<file path="config.mk">
export PLATFORM = sky130hd
export DESIGN_NAME = sumador_serial
export DESIGN_NICKNAME = d
export VERILOG_FILES = /design/src/rtl/sumador_serial.sv
export SDC_FILE = /design/constraint.sdc
export NUM_CORES = 1
export LEC_CHECK = 0
export ABC_AREA = 1
export CORE_MARGIN = 2
export CORE_UTILIZATION = 35
export CTS_CLUSTER_SIZE = 10
export DETAILED_ROUTE_END_ITERATION = 10
export DONT_BUFFER_PORTS = 1
export GPL_TIMING_DRIVEN = 0
export PLACE_DENSITY = 0.58
export SLEW_MARGIN = 20
export SYNTH_ARGS = -nofsm -noshare
export SYNTH_HDL_FRONTEND = slang
export SYNTH_SLANG_ARGS = --single-unit
</file>
<file path="constraint.sdc">
create_clock -name clk -period 4.15 [get_ports clk]
set_clock_uncertainty 0.2 [all_clocks]
set_input_delay 0.6225 -clock clk [delete_from_list [all_inputs] [get_ports clk]]
set_output_delay 0.6225 -clock clk [all_outputs]
set_load 0.02 [all_outputs]
</file>
<file path="src/rtl/sumador_serial.sv">
// Bit-serial adder: feeds the sumadorOneBit full-adder cell one bit per clock, LSB first.
// Optional signed-overflow output enabled by defining SUMADOR_SERIAL_OVF_EN.

module sumadorOneBit (
   input  logic A,
   input  logic B,
   input  logic Ci,
   output logic Co,
   output logic So
);

   assign So = A ^ B ^ Ci;
   assign Co = (A & B) | (Ci & (A ^ B));

endmodule

module sumador_serial #(
   parameter int WIDTH = 8
) (
   input  logic             clk,
   input  logic             rst,
   input  logic             start,
   input  logic [WIDTH-1:0] A,
   input  logic [WIDTH-1:0] B,
   input  logic             Ci,
   output logic             busy,
   output logic             done,
   output logic [WIDTH-1:0] S,
   output logic             Co
`ifdef SUMADOR_SERIAL_OVF_EN
   ,
   output logic             OVF
`endif
);

   localparam int CW = (WIDTH > 1) ? $clog2(WIDTH) : 1;
   localparam logic [CW-1:0] LAST = CW'(WIDTH - 1);

   typedef enum logic [1:0] {
      IDLE,
      RUN,
      DONE
   } state_t;

   state_t r_state;
   state_t w_nextState;

   logic [WIDTH-1:0] r_aSh;
   logic [WIDTH-1:0] r_bSh;
   logic [WIDTH-1:0] r_sumSh;
   logic [WIDTH-1:0] r_sum;
   logic             r_carry;
   logic             r_co;
   logic [CW-1:0]    r_count;

   logic w_so;
   logic w_co;
   logic w_accept;
   logic w_last;

   sumadorOneBit u_fullAdder (
      .A  (r_aSh[0]),
      .B  (r_bSh[0]),
      .Ci (r_carry),
      .Co (w_co),
      .So (w_so)
   );

   assign w_accept = start && ((r_state == IDLE) || (r_state == DONE));
   assign w_last   = (r_state == RUN) && (r_count == LAST);

   always_ff @(posedge clk) begin
      if (rst) begin
         r_state <= IDLE;
      end else begin
         r_state <= w_nextState;
      end
   end

   always_comb begin
      w_nextState = r_state;
      busy        = 1'b0;
      done        = 1'b0;
      case (r_state)
         IDLE: begin
            if (start) begin
               w_nextState = RUN;
            end
         end
         RUN: begin
            busy = 1'b1;
            if (w_last) begin
               w_nextState = DONE;
            end
         end
         DONE: begin
            done = 1'b1;
            w_nextState = start ? RUN : IDLE;
         end
         default: begin
            w_nextState = IDLE;
         end
      endcase
   end

   // Sum bits enter from the MSB side so that after WIDTH shifts bit 0 lands at the LSB.
   always_ff @(posedge clk) begin
      if (rst) begin
         r_aSh   <= '0;
         r_bSh   <= '0;
         r_sumSh <= '0;
         r_sum   <= '0;
         r_carry <= 1'b0;
         r_co    <= 1'b0;
         r_count <= '0;
      end else if (w_accept) begin
         r_aSh   <= A;
         r_bSh   <= B;
         r_carry <= Ci;
         r_count <= '0;
      end else if (r_state == RUN) begin
         r_aSh   <= r_aSh >> 1;
         r_bSh   <= r_bSh >> 1;
         r_sumSh <= {w_so, r_sumSh[WIDTH-1:1]};
         r_carry <= w_co;
         r_count <= r_count + 1'b1;
         if (w_last) begin
            r_sum <= {w_so, r_sumSh[WIDTH-1:1]};
            r_co  <= w_co;
         end
      end
   end

   assign S  = r_sum;
   assign Co = r_co;

`ifdef SUMADOR_SERIAL_OVF_EN
   logic r_ovf;

   // During the last RUN cycle the carry FF holds the carry into the MSB.
   always_ff @(posedge clk) begin
      if (rst) begin
         r_ovf <= 1'b0;
      end else if (w_last && !w_accept) begin
         r_ovf <= r_carry ^ w_co;
      end
   end

   assign OVF = r_ovf;
`endif

endmodule
</file>
# [Word level (Yosys, flattened, before mapping)]
# Cells that the tools add are included.
[totals] ff_bits=39 latch_bits=0 ram_bits=0 romBits=0 out_inout_bits=11 elab_cells=41 memories=0
[op_classes] add_sub_neg=1 multipliers=0 div_mod_pow=0 order_cmp=0 eq_ne=5 shifts=0 n_mux=12 n_bitwise=6 reduce_logical=9
[op_table] op="2-to-1 mux 8 bit" count=4
[op_table] op="one-hot mux 2 bit (3 select lines)" count=1
[op_table] op="2-to-1 mux 1 bit" count=5
[op_table] op="2-to-1 mux 2 bit" count=2
[op_table] op="!= test 2 bit, second input constant" count=2
[op_table] op="AND reduction 2 bit" count=2
[op_table] op="adder 3 x 1 -> 3 bit, second input constant" count=1
[op_table] op="== test 3 bit, second input constant" count=1
[op_table] op="AND reduction 3 bit" count=1
[op_table] op="bitwise AND 1 bit" count=2
[op_table] op="== test 2 x 1 -> 1 bit, second input constant" count=1
[op_table] op="== test 2 bit, second input constant" count=1
[op_table] op="logical AND 1 bit" count=2
[op_table] op="logical NOT 2 bit" count=1
[op_table] op="nonzero test 2 bit" count=1
[op_table] op="OR reduction 2 bit" count=1
[op_table] op="bitwise XOR 1 bit" count=2
[op_table] op="logical OR 1 bit" count=1
[op_table] op="inverter 1 bit" count=1
[op_table] op="bitwise OR 1 bit" count=1

# [Longest topological paths before layout]
[logic_depth] word_depth=5 mapped_depth=8 depth_no_buf=7

# [By module]
# A second synthesis with hierarchy kept.
[unflattened] cells_unflattened=232 hier_area_um2=1686.6
[modules_own_cells] module="sumador_serial" instances=1 cells_per_inst=231 area_per_inst_um2=1666.6 seq_area_each_um2=760.7
[modules_own_cells] module="sumadorOneBit" instances=1 cells_per_inst=1 area_per_inst_um2=20.0 seq_area_each_um2=0.0

# [Worst setup path after synthesis]
# No wires, ideal clock.
[synth_path] kind="register to output" start="register r_state[0]" end="output busy" arrival_ps=777 t_required_ps=3327 setup_slack_ps=2550 stages_incl_launch_ff=5 n_path_buf=2 path_cell_list="dfxtp_1 buf_6 inv_6 nor2_4 buf_4"
[synth_between] elab_chain_cells=2
[synth_rtl] element="start, declared" line="45" source="state_t r_state;"
[synth_rtl] element="start signal, assigned" line="76" source="r_state <= w_nextState;"
[synth_rtl] element="== test 2 x 1 -> 1 bit" line="84" source="case (r_state)"
[synth_rtl] element="2-to-1 mux 1 bit" line="84"
[synth_rtl] element="end, declared" line="26" source="output logic busy,"
# No other way between the ends.

# [Final worst setup path]
# Ends and elaborated chain as after synthesis.

==> summary.txt <==
Clock tree
  • Clock Path Buffers: 2
  • Clock latency on the worst-skew pair: between 200 and 300 ps
  • CTS buffer count: 5
  • Post CTS Setup Buffer Count: 0
  • Post-CTS sizing: 0
  • CTS hold repair buffers: 0
  • Clock Sinks: 38
  • H-tree Lvls: 2
  • Root buffer cell: clkbuf_8
  • CTS clk-pin slew, worst paths: about 80 ps
  • CTS tree: built

Logic synthesis
  • Syn_area_per_cell: 7.24 sq um
  • Synth Instances: between 200 and 250
  • Mapped Nets: between 200 and 300
  • Yosys warning total: 0
  • Yosys cell types: 20
  • Largest family of logic cells by synthesized area: simple AND/OR/NAND/NOR gates
  • FF+latch count, synth: 38
  • Synth Area in Compound Gates: about an eighth
  • Simple logic cell fraction of the synthesized area: between 20% and 30%
  • Post-Synth Adder-Cell Area: roughly 2.7%
  • XOR/XNOR Fraction of Synth Area: less than 1%
  • Synth Cell Area: ~1700 sq um
  • Mux contribution to synthesized area: 0%
  • Sequential fraction of the synthesis area: around 46%

Critical path
  • CP max stage cell: dfxtp_1
  • CP arrival: 1200 ps
  • Crit path launch type: flip-flop
  • Setup CP Type: flip-flop to primary output
  • Worst path bufs/invs: 3
  • CP delay by family, top: buffers and inverters
  • R2r worst-path depth: 7
  • Critical Path Sink Type: primary output
  • Slowest stage delay, CP: approximately 330 ps
  • CP Data Required Time: between 3000 and 4000 ps
  • Crit path depth: 4
  • Critical path peak fanout: 10
  • Crit-path cells: buf_6 -> inv_6 -> nor2_4 -> buf_4

Power
  • Switch share: roughly a quarter
  • Power Internal: between 0.6 and 0.7 mW
  • Sw power: roughly 0.21 mW
  • Logic gate share of total power: approximately 11%
  • Clock share of power: between 40% and 50%
  • Leakage power: roughly 0.88 nW
  • Max IR drop VDD: 0.206 mV
  • Cell Pwr Density: 472 nW/um^2
  • Sequential share of power: between 40% and 50%

Routing
  • Wire length on met2: between 1 and 1.5 mm
  • Avg WL per Cell: roughly 12 um
  • WL final: about 3.5 mm
  • Highest routed layer: met4
  • Met3 wire length: between 200 and 250 um
  • DR vias: 1,409
  • DRT antenna net count: 0
  • Vias per cell: between 4 and 5
  • M1 WL: around 1.8 mm
  • Pre-antenna DRT Iters: 4
  • Remaining DRCs: 0
  • Initial DRC count: 43

Global routing
  • Initial antenna violation count: 0
  • First-pass GRT wire length: between 5 and 6 mm
  • Largest net degree at the start of global routing: 13
  • Total gr overflow: 0
  • GRT Util Overall: between 10 and 15%
  • Vias in the first global route: around 1,300

Status
  • Status: finished clean

Floorplan
  • Die area: ~5300 sq um
  • Die W: approximately 73 um
  • IO Pins: 31
  • Chip Height: about 73 um
  • Starting Density: 35.9%
  • Row count: 25
  • CORE AREA: between 4000 and 5000 sq um

Placed design
  • RD Place Congestion: about 0.76
  • I/O Buffers: 0
  • Final HPWL DP: approximately 2.5 mm

Timing
  • Final-report setup violation count: 0
  • Final Hold Vio Count: 0
  • Setup TNS: 0 ps
  • Highest clock rate: between 400 and 500 MHz
  • Fin crit period: approximately 2000 ps
  • Max Slew Vio Count: 0
  • RSZ-0062 raised after global routing: false
  • Fin crit share: 48.8%
  • Worst slew margin: around two thirds
  • Worst-Margin Slew: around 490 ps

Cells and area
  • Fin util: between 40% and 50%
  • Share of cells above drive strength 1: approximately 9.2%
  • Most frequent cells in the layout: nor2_1 (43), dfxtp_1 (38), nand2_1 (37)
  • Antenna diodes: 0
  • Fin nets: roughly 260
  • Commonest non-fill, non-tap cell in the layout: nor2_1
  • P&R area growth vs syn: 12.6%

Worst hold path
  • Hold Path Depth: 1
  • Tightest Hold Check Type: primary input to flip-flop

Run
  • MaxCap Viol Count: 0
-- cells in the mapped netlist (all sizes together) --
cell type  count  area share [%]
dfxtp         38              46
inv           34             7.9
clkbuf         3            0.67
a21oi         16             4.8
ha             2             1.5
a211oi         2            0.90
fa             1             1.2
nand3         22             6.6
nor2          45              11
nand2         39             9.4
buf            7             3.7
xor2           1            0.52
o21ai         21             6.3
-- flip-flops by register name, indices dropped and copies added, names as in the netlist --
name / count
S: 8
r_bSh: 8
Co: 1
r_aSh: 8
r_state: 2
r_count: 3
r_sumSh: 7
r_carry: 1
-- cells by family (layout without fill, tap and decap cells) --
group	Yosys count	in the layout
compound gates	39	39
xor+xnor	1	1
fa+ha+maj	3	3
buf+inv	44	52
flops	38	38
simple gates	106	106
-- power groups by stage --
stage / clock (mW) / sequential, mW / combinational, mW
2_1_floorplan: 0 / 0.405 / 0.0800
3_3_place_gp: 0 / 0.407 / 0.0986
3_5_place_dp: 0 / 0.407 / 0.0990
4_1_cts: 0.401 / 0.399 / 0.0995
5_1_grt: 0.417 / 0.402 / 0.115
6_report: 0.391 / 0.399 / 0.0989
-- through the flow --
step,hold slack (ps),setup slack (ps),instances,cell area (sq um),power (mW)
2_1_floorplan,245,2550,231,1670,0.484
3_3_place_gp,259,2400,285,1740,0.506
3_5_place_dp,264,2410,285,1740,0.506
4_1_cts,184,2110,293,1880,0.899
5_1_grt,182,2050,293,1880,0.935
6_report,197,2130,293,1880,0.889
-- metal layers --
layer	global-route usage, %	vias up
met5	0	-
met4	6.79	0
met3	5.39	8
met2	20.8	34
met1	19.7	632
li1	-	735
-- worst register-to-register path, stage by stage (launching register included) --
cell and delay, ps:
dfxtp_1 350, ha_1 150, ha_1 130, inv_1 60, nor2_4 220, inv_2 130
nor2_1 120, nor2_1 50
-- path summary, 6_finish.rpt --
kind	from	end	slack, ps
setup / recovery	r_state[0]$_SDFFE_PP0P_	busy	2130
hold / removal	rst	r_sumSh[2]$_SDFFE_PP0P_	200
setup reg to reg	r_count[0]$_SDFFE_PP0N_	S[1]$_SDFFE_PP0P_	2630
hold reg to reg	r_count[1]$_SDFFE_PP0N_	r_count[1]$_SDFFE_PP0N_	270
-- final cells by class --
| cell class | count | area [sq um] |
|---|---|---|
| plain buffers | 10 | 73.8 |
| flip-flops and latches | 38 | 761 |
| clock inverters | 2 | 60.1 |
| well taps | 54 | 67.6 |
| clock buffers | 6 | 82.6 |
| multi-input cells | 149 | 704 |
| fillers | 483 | 2780 |
| inverters | 34 | 133 |
No activity file was read; power rests on OpenSTA's default activity.
